<file path="src/rtl/mem_data_arbiter_pkg.sv">
// Shared definitions for requesters of the data memory arbiter.
// Owner encodings are fixed so later requesters (e.g. DMA) can extend the set.
package mem_data_arbiter_pkg;

    localparam logic [1:0] ARB_NONE = 2'd0;
    localparam logic [1:0] ARB_CORE = 2'd1;
    localparam logic [1:0] ARB_HOST = 2'd2;

    typedef enum logic [1:0] {
        OwnNone = ARB_NONE,
        OwnCore = ARB_CORE,
        OwnHost = ARB_HOST
    } rd_owner_e;

endpackage

</file>
<file path="src/rtl/mem_data_arbiter.sv">
// Arbitrates one mem_data instance between the core (priority) and a host/debug port.
// The host is force-granted after MAXWAIT ungranted cycles, stalling the core for that cycle.
module mem_data_arbiter
    import mem_data_arbiter_pkg::*;
#(
    parameter int unsigned NUBITS  = 16,
    parameter int unsigned MDATAW  = 6,
    parameter int unsigned MAXWAIT = 8
) (
    input  logic              clk,
    input  logic              rst,
    input  logic              core_req,
    input  logic              core_wr,
    input  logic [MDATAW-1:0] core_addr,
    input  logic [NUBITS-1:0] core_din,
    output logic              core_stall,
    output logic              core_rvalid,
    output logic [NUBITS-1:0] core_dout,
    input  logic              host_req,
    input  logic              host_wr,
    input  logic [MDATAW-1:0] host_addr,
    input  logic [NUBITS-1:0] host_din,
    output logic              host_gnt,
    output logic              host_rvalid,
    output logic [NUBITS-1:0] host_dout,
    output logic              mem_wr,
    output logic [MDATAW-1:0] mem_addr_rd,
    output logic [MDATAW-1:0] mem_addr_wr,
    output logic [NUBITS-1:0] mem_din,
    input  logic [NUBITS-1:0] mem_dout
);

    localparam int unsigned WCW = $clog2(MAXWAIT + 1);
    localparam logic [WCW-1:0] WaitMax = WCW'(MAXWAIT);

    logic [WCW-1:0] wait_q, wait_d;
    rd_owner_e      owner_q, owner_d;
    logic           force_gnt;
    logic           host_sel;
    logic           core_sel;

    // Selection is left ungated by reset; only the visible grant/write strobes are
    // gated, and the registers ignore next-state while reset is held anyway.
    always_comb begin
        force_gnt = host_req && (wait_q == WaitMax);
        host_sel  = force_gnt || (!core_req && host_req);
        core_sel  = core_req && !host_sel;

        host_gnt    = rst && host_sel;
        core_stall  = core_req && host_gnt;
        mem_wr      = rst && (host_sel ? host_wr : (core_sel && core_wr));
        mem_addr_rd = host_sel ? host_addr : core_addr;
        mem_addr_wr = host_sel ? host_addr : core_addr;
        mem_din     = host_sel ? host_din : core_din;
    end

    always_comb begin
        wait_d = wait_q;
        if (!host_req || host_sel) begin
            wait_d = '0;
        end else if (wait_q != WaitMax) begin
            wait_d = wait_q + WCW'(1);
        end

        owner_d = OwnNone;
        if (host_sel && !host_wr) begin
            owner_d = OwnHost;
        end else if (core_sel && !core_wr) begin
            owner_d = OwnCore;
        end
    end

    always_ff @(posedge clk or negedge rst) begin
        if (!rst) begin
            wait_q  <= '0;
            owner_q <= OwnNone;
        end else begin
            wait_q  <= wait_d;
            owner_q <= owner_d;
        end
    end

    assign core_rvalid = (owner_q == OwnCore);
    assign host_rvalid = (owner_q == OwnHost);
    assign core_dout   = mem_dout;
    assign host_dout   = mem_dout;

endmodule

</file>
<file path="config.mk">
export PLATFORM = sky130hd
export DESIGN_NAME = mem_data_arbiter
export DESIGN_NICKNAME = d
export VERILOG_FILES = /design/src/rtl/mem_data_arbiter_pkg.sv /design/src/rtl/mem_data_arbiter.sv
export SDC_FILE = /design/constraint.sdc
export NUM_CORES = 1
export LEC_CHECK = 0
export ABC_CLOCK_PERIOD_IN_PS = 2550
export BUFFER_PORTS_ARGS = -buffer_cell sky130_fd_sc_hd__buf_2
export CAP_MARGIN = 20
export CELL_PAD_IN_SITES_DETAIL_PLACEMENT = 1
export CELL_PAD_IN_SITES_GLOBAL_PLACEMENT = 2
export CORE_MARGIN = 10
export CORE_UTILIZATION = 14
export CTS_BUF_LIST = sky130_fd_sc_hd__clkbuf_4
export DETAILED_ROUTE_END_ITERATION = 10
export GPL_ROUTABILITY_DRIVEN = 0
export HOLD_SLACK_MARGIN = 0.1
export PLACE_DENSITY_LB_ADDON = 0.1
export SLEW_MARGIN = 25
export SYNTH_ARGS = -nofsm -noshare
export SYNTH_HDL_FRONTEND = slang
export SYNTH_SLANG_ARGS = --single-unit
</file>
<file path="constraint.sdc">
create_clock -name clk -period 2.55 [get_ports clk]
set_input_delay 0.51 -clock clk [delete_from_list [all_inputs] [get_ports clk]]
set_output_delay 0.51 -clock clk [all_outputs]
set_load 0.02 [all_outputs]
</file>
==> run_results.csv <==
group,metric,value,unit
logic_synthesis,synth.most_common_cell,"buf_4",
logic_synthesis,avgSynthCellArea,10.35,um2
cells_and_area,layout-drive-gt1-share,81.82,%
cells_and_area,final_area,1438,um2
cells_and_area,synthToLayoutAreaGrowth,50.99,%
die,rows,29,
die,dieHeight,102.5,um
logic_synthesis,synthFlopType,"dfrtp_1",
place,placed_area,1166,um2
sta,timing.setup.tns,0,ns
cells_and_area,fin_nets,213,
sta,finalClockSkew,0.004491,ns
route,antenna_left,0,
sta,max_freq,398.9,MHz
critical_path,crit_fanout,8,
critical_path,crit_type,"reg2out",
clock_tree,cts_root_buffer,"clkbuf_4",
route,finalWirelength,3.511,mm
run,max_cap_violations,0,
logic_synthesis,synth_cell_types,20,
sta,worstMarginPinSlew,0.3048,ns
route,drc,0,
sta,rsz0062_at_grt,"true",
clock_tree,cts_buffer_depth,2,
cells_and_area,fin_util,22.13,%
sta,setup_viol,0,
clock_tree,cts_max_level,1,
critical_path,critPathArrivalTime,2.00,ns
die,die-area,10500,um2
clock_tree,clkLatencyLatePin,0.24,ns
logic_synthesis,yosysWarningCount,0,
power,ir_drop,115.5,uV
power,leakagePower,0.7667,nW
logic_synthesis,ys_ff_latch,6,
logic_synthesis,syn_area,952.2,um2
cells_and_area,multi_input_area,495.5,um2
power,pwr-share-seq,22.0,%
power,comb_power_share,58.0,%
route,drt_iter0_markers,15,
grt,grt_pass1_wl,4.505,mm
place,port_buffers,82,
sta,period_share,98.31,%
grt,track_usage,5.397,%
logic_synthesis,yosys-top-cells-count,"38 x buf_4, 15 x mux2_4, 7 x mux2_2",
cells_and_area,regArea,150.1,um2
grt,first_global_vias,858,
route,first_pass_iters,2,
die,io_pins,131,
logic_synthesis,syn_inst,92,
sta,final_hold_viol_count,0,
logic_synthesis,synthArstFlopShare,100.0,%
critical_path,reg2reg_from,"wait_q[0]",
place,dpl.hpwl,2.957,mm
critical_path,cp.required,2.04,ns
route,vias_per_cell,3.727,
critical_path,r2r_cells,5,
cells_and_area,fillers,758,
logic_synthesis,ys_seq_area_share,15.77,%
clock_tree,holdBufCountCts,0,
die,die_w,102.5,um
sta,final.min_clock_period,2.507,ns
power,p_int,0.2996,mW
power,p_sw,0.1566,mW
power,clkPwrFrac,20.1,%
logic_synthesis,synth_area_leaders,"buf_4 30%, mux2_4 24%, dfrtp_1 16%",
route,wire_per_inst,15.96,um
clock_tree,clock-sinks,6,
logic_synthesis,synth_edf_count,0,
worst_hold_path,hold_class,"in2async",
logic_synthesis,synth_largest_area_cell,"buf_4",
clock_tree,clkSlewWorstSetupHoldPaths,0.05,ns
power,swShare,34.33,%
logic_synthesis,synth_top_area_share,29.96,%
critical_path,endpoint_kind,"output pin",
sta,fin_ws,0.04304,ns
cells_and_area,antenna_cells,0,
die,coreArea,6495,um2
logic_synthesis,syn_nets,160,
place,dp_slack,0.2658,ns
route,dr_total_vias,820,
clock_tree,cts_tree,"done",
sta,maxSlewHeadroom,79.64,%
critical_path,startpoint_type,"register",
grt,grt-ovfl-total,0,
clock_tree,numCtsBuffers,3,
critical_path,crit_start,"wait_q[0]",
grt,grt_max_degree,17,
power,powerDensity,317.3,nW/um2
run_status,status,"finished, final reports clean",
grt,antenna_found_initial,0,
sta,slew_violations,0,
die,start_util,14.66,%
repair_timing:
action / 4_1_cts / 5_1_grt
pin swaps: 1 / 2
setup endpoints to repair: 6 / 18
resized for setup: 0 / 64
cloned: 0 / 1
hold endpoints to repair: 0 / 0
buffers inserted: 0 / 3
power groups by stage:
stage / Sequential, mW / Clock [mW] / Combinational, mW
6_report: 0.100 / 0.0915 / 0.265
5_1_grt: 0.101 / 0.0994 / 0.281
4_1_cts: 0.100 / 0.0955 / 0.206
3_5_place_dp: 0.102 / 0 / 0.206
3_3_place_gp: 0.102 / 0 / 0.205
2_1_floorplan: 0.101 / 0 / 0.204
state kept, by name, summed over array words and instances (netlist names):
signal,cells
wait_q,4
owner_q,2
worst paths after layout:
kind	to	slack, ns
worst max-delay path	mem_din[9]	0.04
worst max register to register	owner_q[1]	1.22
worst min-delay path	wait_q[0]	0.11
worst min register to register	wait_q[0]	0.48
min in group clk	owner_q[0]	0.45
max in group asynchronous	wait_q[3]	2.25
cell usage in the layout, fill, tap and decap left out, types with 2 or more instances in the layout:
cell       n
buf_2     55
buf_4      3
buf_6     28
clkbuf_4   3
dfrtp_1    6
inv_1      4
mux2_4    22
nand3_1    2
nor2_1     4
nor2b_1    3
critical path, stage by stage (launching register included):
cell,delay (ns)
dfrtp_1,0.40
inv_1,0.07
ha_2,0.18
nand3b_4,0.10
a21oi_4,0.31
clkbuf_16,0.24
mux2_4,0.31
buf_6,0.13
final cells by class:
| class | instances | share of cell area (%) |
|---|---|---|
| sequential | 6 | 10.44 |
| timing repair buffer | 88 | 45.78 |
| tap | 77 | 6.701 |
| clock buffer | 3 | 1.567 |
| inverter | 4 | 1.044 |
| multi-input combinational | 42 | 34.46 |
kinds of logic (layout without fill, tap and decap cells):
logic type                 Yosys count  in the layout  share of synthesized area, %
muxes                               22             22                         31.93
buffers and inverters               44             95                         35.22
and+or+nand+nor                     13             13                         8.805
AOI/OAI and AO/OA                    3              3                         3.811
xor gates and xnor gates             2              2                         1.840
adders and majority gates            2              2                         2.628
DFF                                  6              6                         15.77
metrics by stage:
step,hold WS (ns),total power [mW],cells
after floorplan,0.2144,0.3052,92
after global placement,0.3783,0.3067,213
after detailed placement,0.3798,0.3077,213
after CTS,0.1148,0.4021,216
after global routing,0.1173,0.4809,220
final,0.1149,0.4562,220
routing by layer:
metal,vias up,GRT usage [%],wire length (um),part of all wire (%)
met5,-,0,0,0
met4,0,1.844,64,1.8
met3,16,3.374,567,16
met2,64,9.323,1603,46
met1,371,5.163,1275,36
li1,369,-,-,-
Power figures use the tool's default switching activity.
